<file path="src/rtl/scan_display_ctrl.sv">
// Multiplexed 7-segment scan controller with a tear-free pending/shadow update path.
// Optional feature: define LEADING_ZERO_BLANK_EN to blank leading zero digits.
module scan_display_ctrl #(
   parameter int N_DIGITS = 4,
   parameter int DIV      = 100000,
   parameter int HEX_MODE = 0
) (
   input  logic                  clk,
   input  logic                  rst,
   input  logic                  en,
   input  logic [4*N_DIGITS-1:0] data_in,
   input  logic [N_DIGITS-1:0]   dp_in,
   input  logic                  load,
   output logic                  upd_done,
   output logic                  pending,
   output logic [6:0]            leds,
   output logic                  dp,
   output logic [N_DIGITS-1:0]   an
);

   localparam int CW = $clog2(DIV);
   localparam int IW = $clog2(N_DIGITS);
   localparam logic [CW-1:0] CNT_MAX = CW'(DIV - 1);
   localparam logic [IW-1:0] IDX_MAX = IW'(N_DIGITS - 1);

   logic [CW-1:0]         cnt;
   logic [IW-1:0]         idx;
   logic                  tick, frame_end;
   logic [4*N_DIGITS-1:0] pend_data, shadow;
   logic [N_DIGITS-1:0]   pend_dp, shadow_dp;
   logic [3:0]            nib;
   logic [N_DIGITS-1:0]   an_nxt;
   logic                  dp_nxt, blk;
   logic [6:0]            leds_nxt;

   function automatic logic [6:0] seg7(input logic [3:0] v);
      logic [6:0] s;
      case (v)
         4'h0: s = 7'b0111111;
         4'h1: s = 7'b0000110;
         4'h2: s = 7'b1011011;
         4'h3: s = 7'b1001111;
         4'h4: s = 7'b1100110;
         4'h5: s = 7'b1101101;
         4'h6: s = 7'b1111101;
         4'h7: s = 7'b0000111;
         4'h8: s = 7'b1111111;
         4'h9: s = 7'b1101111;
         4'hA: s = 7'b1110111;
         4'hB: s = 7'b1111100;
         4'hC: s = 7'b0111001;
         4'hD: s = 7'b1011110;
         4'hE: s = 7'b1111001;
         default: s = 7'b1110001;
      endcase
      if (v > 4'h9 && HEX_MODE == 0) s = 7'b0000000;
      return s;
   endfunction

   assign tick      = en && (cnt == CNT_MAX);
   assign frame_end = tick && (idx == IDX_MAX);

   always_ff @(posedge clk or posedge rst) begin
      if (rst) begin
         cnt <= '0;
         idx <= '0;
      end else if (en) begin
         cnt <= tick ? '0 : cnt + 1'b1;
         if (tick) idx <= (idx == IDX_MAX) ? '0 : idx + 1'b1;
      end
   end

   // A load coinciding with frame_end still lands in pending; the older data transfers.
   always_ff @(posedge clk or posedge rst) begin
      if (rst) begin
         pend_data <= '0;
         pend_dp   <= '0;
         pending   <= 1'b0;
         shadow    <= '0;
         shadow_dp <= '0;
         upd_done  <= 1'b0;
      end else begin
         upd_done <= frame_end && pending;
         if (frame_end && pending) begin
            shadow    <= pend_data;
            shadow_dp <= pend_dp;
         end
         if (load) begin
            pend_data <= data_in;
            pend_dp   <= dp_in;
            pending   <= 1'b1;
         end else if (frame_end) begin
            pending <= 1'b0;
         end
      end
   end

`ifdef LEADING_ZERO_BLANK_EN
   logic [N_DIGITS-1:0] lz;
   logic                zrun;
   // lz[j] set when nibble j and every nibble left of it are zero; rightmost never blanks.
   always_comb begin
      lz   = '0;
      zrun = 1'b1;
      for (int j = N_DIGITS - 1; j > 0; j--) begin
         zrun  = zrun && (shadow[4*j+3 -: 4] == 4'd0);
         lz[j] = zrun;
      end
   end
`endif

   always_comb begin
      nib    = '0;
      an_nxt = '0;
      dp_nxt = 1'b0;
      blk    = 1'b0;
      for (int k = 0; k < N_DIGITS; k++) begin
         if (idx == IW'(k)) begin
            an_nxt[N_DIGITS-1-k] = 1'b1;
            nib    = shadow[4*(N_DIGITS-k)-1 -: 4];
            dp_nxt = shadow_dp[N_DIGITS-1-k];
`ifdef LEADING_ZERO_BLANK_EN
            blk    = lz[N_DIGITS-1-k];
`endif
         end
      end
      leds_nxt = blk ? 7'b0000000 : seg7(nib);
   end

   always_ff @(posedge clk or posedge rst) begin
      if (rst) begin
         leds <= '0;
         dp   <= 1'b0;
         an   <= '0;
      end else if (!en) begin
         leds <= '0;
         dp   <= 1'b0;
         an   <= '0;
      end else begin
         leds <= leds_nxt;
         dp   <= dp_nxt;
         an   <= an_nxt;
      end
   end

endmodule

</file>
<file path="config.mk">
export PLATFORM = sky130hd
export DESIGN_NAME = scan_display_ctrl
export DESIGN_NICKNAME = d
export VERILOG_FILES = /design/src/rtl/scan_display_ctrl.sv
export SDC_FILE = /design/constraint.sdc
export NUM_CORES = 1
export LEC_CHECK = 0
export ABC_AREA = 1
export CORE_MARGIN = 4
export CORE_UTILIZATION = 50
export CTS_CLUSTER_DIAMETER = 40
export DETAILED_ROUTE_END_ITERATION = 6
export PLACE_DENSITY = 0.8
export SYNTH_ARGS = -nofsm -noshare
export SYNTH_HDL_FRONTEND = slang
export SYNTH_SLANG_ARGS = --single-unit
</file>
<file path="constraint.sdc">
create_clock -name clk -period 6.1 [get_ports clk]
set_input_delay 0.915 -clock clk [delete_from_list [all_inputs] [get_ports clk]]
set_output_delay 0.915 -clock clk [all_outputs]
set_load 0.02 [all_outputs]
</file>
# Word level (Yosys, flattened, before mapping)
# Memories as Yosys holds them, arrays and structs flattened.
# Cells that the tools add are included.
# op_classes
n_addsub,2
n_lt_le_gt_ge,1
n_eq_ne,4
muxes,20
reduce_logical,6
# ops
op,n
4-bit 2-to-1 mux,5
17-bit by 1-bit adder with 17-bit output (second input constant),1
17-bit == test (second input constant),1
17-bit 2-to-1 mux,1
7-bit 2-to-1 mux,2
1-bit 2-to-1 mux,11
2-bit == test (second input constant),2
4-bit greater-than comparator (second input constant),1
1-bit logical AND,3
2-bit by 1-bit adder with 2-bit output (second input constant),1
2-bit by 1-bit == test with 1-bit output (second input constant),1
2-bit zero test,1
2-bit 2-to-1 mux,1
2-bit AND reduction,1
2-bit nonzero test,1
# totals
reg_bits,73
mem_bits_ro,112
output_inout_bits,14
elab_cells,45
n_memories,1
# mem_list
memory,words,width,rd,rd_ports_with_merged_regs,write_ports,line,source
(no name shown),16,7,1,0,0,38,case (v)

# Logic depth before layout (Yosys ltp)
# logic_depth
word_depth,8
ltp_mapped,13
mapped_depth_nobuf,13

# Worst setup path after synthesis
# OpenSTA, ideal clock, no wires.
# synth_path
path_kind,input port to flip-flop
start,input port en
end,register shadow[0]
setup_time_ps,117
t_arrival_ps,1877
slack_ps,4105
path_stages,9
path_buffers,2
cell_sequence,buf_4 > nand2_4 > nor3_4 > nand2_2 > nor2_4 > nand3_4 > buf_6 > nand2_1 > o21ai_2
# synth_between
elab_chain_len,3
# synth_rtl
item,line,source
"start, declared",10,"input logic en,"
1-bit logical AND,60,assign tick = en && (cnt == CNT_MAX);
1-bit logical AND,61,assign frame_end = tick && (idx == IDX_MAX);
1-bit logical AND,84,if (frame_end && pending) begin
"end signal, assigned",85,shadow <= pend_data;
"end, declared",29,"logic [4*N_DIGITS-1:0] pend_data, shadow;"
# No other way between the ends.
# A chain may end at the register's enable or synchronous reset.

# Worst setup path after layout
# layout_path
start,input port en
end,register shadow[13]
# Same word-level chain as after synthesis.

==> metrics.csv <==
metric;value;unit
Post-Synth Adder-Cell Area;0.0279;
Mapped Cells;417;
CTS root buffer;clkbuf_8;
Port Buffers;37;
worst path required time;6.32;ns
vias in the first global route;2743;
Synth Area in Compound Gates;0.127;
min cycle time layout;2.94;ns
type of element capturing the critical path;flop;
Synth Register Bits;73;
DR WL/cell;12.2;um
period utilization;0.481;
largest net degree at the start of global routing;74;
sequential cell area;1830;sq um
Die Wd;92.7;um
Setup Buffers After CTS;0;
Initial Utilization;0.523;
vias per inst;5.12;
TNS Setup;0;ns
chip height;92.7;um
share of post-route cells with drive strength above 1;0.126;
post-CTS sizing;0;
1st-iter DRT viols;200;
HPWL after DPL;4840;um
clock transition at the registers of the reported paths;0.08;ns
num rows;30;
unrepaired setup endpoints after global routing;false;
Synth area leader;dfrtp_1;
Post-Synth Simple-Gate Area;0.234;
# setup viols final;0;
synthesized area;3590;sq um
vias;2845;
maximum vdd drop;0.000145;V
GR Overflow Total;0;
# IOs;38;
H-Tree Depth;3;
XOR/XNOR share of the synthesized area;0.0146;
area grow syn2layout;17.6;%
Crit-path slowest cell;clkdlybuf4s50_1;
Final #Nets;487;
Area contributors post-synth;dfrtp_1 (51%), nand2_1 (11%), inv_1 (6.1%);
antenna violations before repair;0;
Layout Skew;0.00489;ns
clk buf depth;2;
Max Clk Rate;0.341;GHz
CTS tree;built;
Clock Latency Late Sink;0.35;ns
met2 Track Usage GR;0.295;
Multi-input gate area;1450;sq um
crit path DAT;3.16;ns
syn_nets;449;
DRC violations left;0;
CTS Hold Bufs;0;
GR Util All Layers;0.177;
Most Crowded Layer GR;met2;
Critical path buffers and inverters;1;
CP top delay family;simple AND/OR/NAND/NOR gates;
dpl cells;540;
Synth top area share;0.509;
Crit Path Category;in2reg;
number of antenna repair diodes;0;
most frequent cells in the layout;nand2_1 (102), dfrtp_1 (73), inv_1 (57);
outcome;finished, final reports clean;
commonest non-fill, non-tap cell in the layout;nand2_1;
antenna viol nets, final;0;
GR met3 Demand/Resource;0.0414;
Rel. slew slack;0.279;
multiplexer share of the synthesized area;0;
Synthesis Warnings;0;
first drt pass iteration count;5;
main combinational cell family by area after synthesis;simple AND/OR/NAND/NOR gates;
max incr delay on CP;0.90;ns
RePlAce Congestion;0.901;
Slew @ Worst Pin;1.08;ns
worst-path cell chain;clkdlybuf4s50_1 > nand2_4 > nor3_4 > nand2_2 > nor2_4 > nand3_4 > nand2_1 > o21ai_2;
Core Box Area;6870;sq um
# clock sinks;73;
Hold Crit Class;reg2reg;
final slew viol count;0;
Total Die Area;8600;sq um
Fin. Hold Viols;0;
MaxCap Viol Count;0;
Detailed Route WL;6790;um
FILL cells;578;
average size of a mapped cell;8.61;sq um
startpoint types;input port;
Cell Count, Final, Fillers Out;556;
first-pass GRT wire length;12100;um
PwrDens;265;nW/um^2
Unique masters post-synth;27;
Crit Path Max Fanout;41;
met1 Usage GRT;0.219;
Pleak;2.07;nW
CTS Buf Count;9;
post-synthesis sequential area ratio;0.509;
## sequential cells by signal, summed over array words and instances (netlist names)
register	cells
shadow	16
pend_data	16
pending	1
cnt	17
upd_done	1
idx	2
shadow_dp	4
leds	7
pend_dp	4
dp	1
an	4
## power by group
group / internal [mW] / switching, mW
clock: 0.214 / 0.183
sequential: 0.528 / 0.0499
combinational: 0.0552 / 0.0893
## synthesized netlist by cell type, drive strengths merged
cell type	count
a21boi	1
a21oi	14
buf	6
clkbuf	5
dfrtp	73
ha	8
inv	63
nand2	107
nand3	20
nand3b	1
nand4	11
nor2	30
nor3	13
o21ai	58
or2	1
xor2	6
## routing by layer
layer / share of wire / up-vias
li1: - / 1407
met5: 0 / -
met4: 0.012 / 0
met2: 0.50 / 96
met1: 0.42 / 1329
met3: 0.063 / 13
## logic make-up after synthesis
group / Yosys count
compound gates: 73
simple gates: 183
flops: 73
fa+ha+maj: 8
xor+xnor: 6
buf+inv: 74
## layout make-up
class / count / area share
Tap cell: 96 / 0.0285
Timing Repair Buffer: 38 / 0.0895
Inverter: 63 / 0.0560
Clock buffer: 11 / 0.0359
Sequential cell: 73 / 0.433
Multi-Input combinational cell: 270 / 0.343
Clock inverter: 5 / 0.0145
## worst reg2reg max path, delay by kind of cell, from the launching register on
| family | cells | cell delay [ns] |
|---|---|---|
| DFF | 1 | 0.41 |
| adders and majority gates | 2 | 0.64 |
| buffers and inverters | 2 | 0.22 |
| and+or+nand+nor | 5 | 0.51 |
| AOI/OAI and AO/OA | 2 | 0.42 |
## metrics by stage
stage	utilization	power, mW	setup slack (ns)	hold WS [ns]	cell area, sq um
3_3_place_gp	0.584	0.724	2.92	0.471	4010
5_1_grt	0.615	1.18	3.00	0.518	4220
4_1_cts	0.615	1.13	3.18	0.494	4220
2_1_floorplan	-	0.677	3.33	0.450	3590
6_report	0.615	1.12	3.16	0.489	4220
3_5_place_dp	0.584	0.731	2.81	0.473	4010
## final timing paths
path	start	end	slack (ns)	cells past startpoint
worst max-delay path	en	shadow[13]	3.16	8
worst min-delay path	shadow[5]	shadow[5]	0.49	2
worst max register to register	idx[1]	leds[4]	3.84	11
worst min register to register	shadow[5]	shadow[5]	0.49	2
max in group asynchronous	rst	pend_dp[1]	4.38	3
min in group asynchronous	rst	cnt[13]	1.16	3
Note: power is estimated with default switching activity, not from simulation.
